==> src/rtl/l2_refill_unit.sv <==
// L2 miss refill engine: optional dirty-victim writeback, then a single-word read
// from a fixed-latency data memory, returned to the L2 through a valid/ready handshake.
module l2_refill_unit #(
  parameter int MEM_LATENCY = 2,
  parameter int CNT_W       = 16
) (
  input  logic             clk_i,
  input  logic             rst_ni,
  input  logic             req_valid_i,
  output logic             req_ready_o,
  input  logic [31:0]      req_addr_i,
  input  logic             req_wb_i,
  input  logic [31:0]      req_wb_addr_i,
  input  logic [31:0]      req_wb_data_i,
  output logic             resp_valid_o,
  input  logic             resp_ready_i,
  output logic [31:0]      resp_data_o,
  output logic [31:0]      dmem_addr_o,
  output logic             dmem_we_o,
  output logic [31:0]      dmem_wdata_o,
  output logic             dmem_re_o,
  input  logic [31:0]      dmem_rdata_i,
  output logic [CNT_W-1:0] refill_cnt_o,
  output logic [CNT_W-1:0] wb_cnt_o
);

  typedef enum logic [2:0] {
    IDLE,
    WB,
    RD,
    RD_WAIT,
    RESP
  } state_e;

  localparam logic [3:0] LatInit = 4'(MEM_LATENCY);

  state_e           state_q, state_d;
  logic [29:0]      addr_q, addr_d;
  logic [29:0]      wb_addr_q, wb_addr_d;
  logic [31:0]      wb_data_q, wb_data_d;
  logic [31:0]      resp_data_q, resp_data_d;
  logic [3:0]       lat_q, lat_d;
  logic [CNT_W-1:0] refill_cnt_q, refill_cnt_d;
  logic [CNT_W-1:0] wb_cnt_q, wb_cnt_d;

  // Byte offsets are dropped: memory is word-addressed and misalignment is not an error.
  logic unused_byte_offsets;
  assign unused_byte_offsets = ^{req_addr_i[1:0], req_wb_addr_i[1:0]};

  always_ff @(posedge clk_i or negedge rst_ni) begin
    if (!rst_ni) begin
      state_q      <= IDLE;
      addr_q       <= '0;
      wb_addr_q    <= '0;
      wb_data_q    <= '0;
      resp_data_q  <= '0;
      lat_q        <= '0;
      refill_cnt_q <= '0;
      wb_cnt_q     <= '0;
    end else begin
      state_q      <= state_d;
      addr_q       <= addr_d;
      wb_addr_q    <= wb_addr_d;
      wb_data_q    <= wb_data_d;
      resp_data_q  <= resp_data_d;
      lat_q        <= lat_d;
      refill_cnt_q <= refill_cnt_d;
      wb_cnt_q     <= wb_cnt_d;
    end
  end

  // Memory strobes are decoded from state so they drop together with an async reset.
  always_comb begin
    state_d      = state_q;
    addr_d       = addr_q;
    wb_addr_d    = wb_addr_q;
    wb_data_d    = wb_data_q;
    resp_data_d  = resp_data_q;
    lat_d        = lat_q;
    refill_cnt_d = refill_cnt_q;
    wb_cnt_d     = wb_cnt_q;
    req_ready_o  = 1'b0;
    resp_valid_o = 1'b0;
    dmem_we_o    = 1'b0;
    dmem_re_o    = 1'b0;
    dmem_addr_o  = '0;
    dmem_wdata_o = '0;

    case (state_q)
      IDLE: begin
        req_ready_o = 1'b1;
        if (req_valid_i) begin
          addr_d    = req_addr_i[31:2];
          wb_addr_d = req_wb_addr_i[31:2];
          wb_data_d = req_wb_data_i;
          state_d   = req_wb_i ? WB : RD;
        end
      end
      WB: begin
        dmem_we_o    = 1'b1;
        dmem_addr_o  = {wb_addr_q, 2'b00};
        dmem_wdata_o = wb_data_q;
        if (wb_cnt_q != '1) begin
          wb_cnt_d = wb_cnt_q + CNT_W'(1);
        end
        state_d = RD;
      end
      RD: begin
        dmem_re_o   = 1'b1;
        dmem_addr_o = {addr_q, 2'b00};
        lat_d       = LatInit;
        state_d     = RD_WAIT;
      end
      RD_WAIT: begin
        lat_d = lat_q - 4'd1;
        // Read data is on the bus in the last counted cycle, MEM_LATENCY after the strobe.
        if (lat_q == 4'd1) begin
          resp_data_d = dmem_rdata_i;
          state_d     = RESP;
        end
      end
      RESP: begin
        resp_valid_o = 1'b1;
        if (resp_ready_i) begin
          if (refill_cnt_q != '1) begin
            refill_cnt_d = refill_cnt_q + CNT_W'(1);
          end
          state_d = IDLE;
        end
      end
      default: state_d = IDLE;
    endcase
  end

  assign resp_data_o  = resp_data_q;
  assign refill_cnt_o = refill_cnt_q;
  assign wb_cnt_o     = wb_cnt_q;

endmodule
==> config.mk <==
export PLATFORM = sky130hd
export DESIGN_NAME = l2_refill_unit
export DESIGN_NICKNAME = d
export VERILOG_FILES = /design/src/rtl/l2_refill_unit.sv
export SDC_FILE = /design/constraint.sdc
export NUM_CORES = 1
export LEC_CHECK = 0
export ABC_AREA = 1
export CAP_MARGIN = 20
export CORE_MARGIN = 3
export CORE_UTILIZATION = 41
export DETAILED_ROUTE_END_ITERATION = 7
export PLACE_DENSITY_LB_ADDON = 0.15
export SYNTH_ARGS = -nofsm -noshare
export SYNTH_HDL_FRONTEND = slang
export SYNTH_SLANG_ARGS = --single-unit
==> constraint.sdc <==
create_clock -name clk_i -period 1.75 [get_ports clk_i]
set_clock_uncertainty 0.15 [all_clocks]
set_input_delay 0.35 -clock clk_i [delete_from_list [all_inputs] [get_ports clk_i]]
set_output_delay 0.35 -clock clk_i [all_outputs]
set_load 0.03 [all_outputs]
Word-level counts from Yosys, hierarchy flattened. Index checks and enable logic that the tools add are counted.

Register bits after elaboration: 163. Word-level logic and storage cells: 40.

Add/subtract/negate cells: 3. Equal/unequal tests: 10. Mux-type cells: 12. Reduce and logical (&&, ||, !) cells: 7.

Operators by type and width (number): $pmux W32 S2 (1); $add A16 B1 Y16 const B (2); $mux W32 (1); $ne A16 B16 Y1 const B (2); $pmux W3 S5 (1); $mux W3 (3); $pmux W4 S2 (1); $eq A3 B2 Y1 const B (2); $ne A2 B2 Y1 const B (3); $reduce_and A2 Y1 (3); $reduce_and A3 Y1 (2); $eq A4 B1 Y1 const B (1); $mux W1 (4); $sub A4 B1 Y4 const B (1); $eq A3 B1 Y1 const B (1); $eq A3 B3 Y1 const B (1); $logic_not A3 Y1 (1); $mux W2 (1); $reduce_bool A2 Y1 (1).

Longest topological paths before layout.
Depth after elaboration: 3. Mapped depth: 9.

Worst setup path after synthesis. No wires, ideal clock.

Kind: register to output. Start point: reg state_q[1]. End point: out dmem_addr_o[13]. Data arrival time: 1.452 ns. Data required time: 1.250 ns. Slack: -0.202 ns. Stages on the path, launching flop included: 7. Buffers on the path: 1. Path through: dfrtp_1 > inv_1 > nor2_1 > inv_1 > nor2_2 > buf_2 > a22o_1.

Cells in the longest elaborated chain, start to end: 2. Elaborated cells on any way between the ends: 3. Classes of those cells: 2 x eq/ne; 1 x mux.

RTL lines: start: declaration (line 37) `state_e state_q, state_d;`; start signal: assignment (line 61) `state_q <= state_d;`; $eq A3 B2 Y1 or $eq A3 B1 Y1 (tied branches) (line 89) `case (state_q)`; $pmux W32 S2 (*) (line 89); end: declaration (line 18) `output logic [31:0] dmem_addr_o,`.

Mark *: on every way between the ends. The rest lies on a longest branch, timed or not.

Worst setup path in the final report.
Start point: reg state_q[2]. End point: out dmem_addr_o[18].

Same word-level chain as after synthesis.

==> results.json <==
{
  "dp_hpwl_mm": 14.9,
  "cts_buffers": 17,
  "grt_pass1_vias": 7016,
  "cts_root_buf": "clkbuf_16",
  "cts.clk_slew.worst_paths_ns": 0.07,
  "cp_max_fo": 9,
  "synthMuxAreaShare_pct": 0,
  "layout-drive-gt1-share_pct": 30.6,
  "start_kind": "register",
  "start_util_pct": 42.3,
  "vias": 7704,
  "routed_wl_mm": 27.3,
  "violations": "setup timing",
  "core_area_um2": 18200,
  "synthAdderAreaFrac_pct": 0.651,
  "ir_drop_mv": 1.11,
  "worstSetupEndpointType": "output pin",
  "finalWeightedCongestion": 0.850,
  "critPathRequiredTime_ns": 1.25,
  "max-cap-violations": 0,
  "synthDistinctLibCells": 31,
  "clk_path_buf_depth": 2,
  "setup_viol": 161,
  "finalCritPeriodShare_pct": 129,
  "die_h_um": 143,
  "via_per_inst": 5.07,
  "tightest_slew_ns": 0.546,
  "grt_pass1_wl_mm": 35.5,
  "row_count": 49,
  "syn_inst": 943,
  "fin_nets": 1414,
  "die_w_um": 143,
  "area_growth_pct": 71.3,
  "grtUsageTotal_pct": 21.8,
  "power.total_mw": 22.9,
  "ys_async_sr_fraction_pct": 100,
  "avgSynthCellArea_um2": 8.16,
  "fin_area_um2": 13200,
  "synthXorXnorAreaFrac_pct": 1.25,
  "drt_iter0_markers": 405,
  "hp-class": "in -> async",
  "synth_edf_count": 0,
  "cts_tree": "done",
  "final_util_pct": 72.4,
  "placed_cell_area_um2": 10700,
  "htree_levels": 4,
  "gr-total-overflow": 0,
  "ys_seq_area_share_pct": 53.0,
  "yosysTopAreaCellShare_pct": 53.0,
  "ys_warn_count": 0,
  "antenna_found_initial": 0,
  "relSlewSlack_pct": 63.6,
  "drtPass1Iterations": 7,
  "io_buffers": 258,
  "cp_data_arrival_time_ns": 1.76,
  "ant_nets": 0,
  "hold_viol_final": 0,
  "finalSetupTns_ns": -43.92,
  "yosysTopAreaCell": "dfrtp_1",
  "grt_max_degree": 66,
  "p_leak_nw": 6.35,
  "setup_slack_ns": -0.514,
  "ios": 265,
  "timing.fmax_mhz": 442,
  "synth_ff_type": "dfrtp_1",
  "synth.area.top_cells": "dfrtp_1 53%, nand2_1 14%, nand3_1 4.9%, nor2_1 4.8%, inv_1 4.5%",
  "worstSetupPathType": "reg -> out",
  "fin_crit_ns": 2.26,
  "outcome": "finished, violations left",
  "synth_area_um2": 7690,
  "rsz0062_at_grt": "true",
  "ys_ff_latch": 163,
  "synth-compound-area-share_pct": 9.61,
  "synth_top_family_by_area": "simple AND/OR/NAND/NOR gates",
  "clkLatencyLatePin_ns": 0.42,
  "cts.sinks": 163,
  "route.detailed.drc": 0,
  "routedWlPerCell_um": 18.0,
  "powerDensity_nw_per_um2": 1740,
  "rrSetupSlack_ns": -0.24,
  "synthSimpleGateAreaFrac_pct": 27.0,
  "place_ws_ns": -0.0804,
  "die_area_um2": 20400,
  "final_max_slew_viol_count": 0
}
-- cells in the mapped netlist (2+ instances only) --
library cell    n
nand3b_1        4
nand3_2         2
buf_4          10
clkbuf_1       20
inv_1          93
nand2_1       296
o21ai_2         8
nor3_1          5
xor2_1          2
nor2_2          5
nor2_1         99
nand2_2         3
inv_2           3
a21oi_1        35
ha_1            4
nor2_4          2
buf_2           9
o21ai_1        25
buf_6           8
o21ai_0        17
nand4_1         9
dfrtp_1       163
a22o_1         30
nand3_1        76
xnor2_1         9
-- sequential cells by signal (all words and copies together), names as in the netlist --
register	cells
wb_cnt_o	16
resp_data_o	32
refill_cnt_o	16
wb_addr_q	30
addr_q	30
wb_data_q	32
state_q	3
lat_q	4
-- through the flow --
step	cells	hold slack [ns]
floorplan	944	-0.0956
global placement	1427	0.100
detailed placement	1427	0.0971
CTS	1474	0.215
global route	1519	0.229
finish	1521	0.220
-- metal layers --
metal / share of wire [%] / vias up / GRT usage (%) / routed length (um)
met5: 0 / - / 0 / 0
met4: 2.0 / 0 / 6.55 / 534
met3: 6.9 / 37 / 7.20 / 1890
met2: 50 / 260 / 36.4 / 13600
met1: 41 / 3716 / 27.2 / 11300
li1: - / 3691 / - / -
-- repair_timing --
item | 4_1_cts | 5_1_grt
resized for setup | 190 | 182
setup buffers | 7 | 15
hold endpoints to repair | 107 | 0
setup endpoints to repair | 137 | 233
cloned | 8 | 31
pin swaps | 2 | 33
hold buffers | 1 | 0
-- cell type report --
class / instances / area (um^2)
diodes: 2 / 5.00
clock buffers: 19 / 443
clock inverters: 13 / 166
fillers: 1312 / 5030
inverters: 96 / 368
multi-input cells: 642 / 3680
flip-flops and latches: 163 / 4100
well taps: 229 / 287
repair buffers: 357 / 4130
-- placed cells by master (no fill, tap or decap), types with 13 or more instances in the layout --
| master | instances |
|---|---|
| nand2_1 | 271 |
| dfrtp_1 | 150 |
| clkdlybuf4s50_1 | 126 |
| inv_1 | 90 |
| nand3_1 | 73 |
| nor2_1 | 59 |
| buf_4 | 58 |
| buf_6 | 50 |
| clkbuf_16 | 36 |
| dlygate4sd2_1 | 31 |
| nor2_4 | 28 |
| nand2_2 | 25 |
| o21ai_1 | 23 |
| a21oi_2 | 21 |
| buf_12 | 20 |
| clkdlybuf4s15_2 | 20 |
| nor2_2 | 19 |
| o21ai_0 | 16 |
| a22o_4 | 15 |
| a22o_2 | 14 |
| dfrtp_2 | 13 |
-- logic make-up after synthesis --
family	after synthesis
AO/OA/AOI/OAI	118
flip-flops	163
adder cells (fa/ha/maj)	4
buffers and inverters	143
XOR/XNOR	11
other	1
AND/OR/NAND/NOR	503
-- critical path, cell delays in order, from the launching register on --
cell       delay (ns)
dfrtp_2          0.44
nor2_4           0.15
inv_2            0.06
nor2_4           0.10
buf_12           0.14
clkbuf_16        0.16
a22o_2           0.16
buf_6            0.13
-- final timing paths --
check	endpoint	start	depth (start not counted)
min in group clk_i	resp_data_o[19]	dmem_rdata_i[19]	3
max in group asynchronous	wb_addr_q[20]	rst_ni	3
worst max-delay path	dmem_addr_o[18]	state_q[2]	7
worst min-delay path	wb_data_q[13]	rst_ni	2
worst min register to register	addr_q[21]	addr_q[21]	2
worst max register to register	wb_addr_q[23]	state_q[0]	12
-- where the power goes --
| group | total, mW | internal, mW | switching [mW] |
|---|---|---|---|
| logic | 12.8 | 5.80 | 6.98 |
| clock network | 3.91 | 2.20 | 1.71 |
| registers | 6.26 | 5.28 | 0.974 |
| total | 22.9 | 13.3 | 9.66 |
Note: power is estimated with default switching activity, not from simulation.
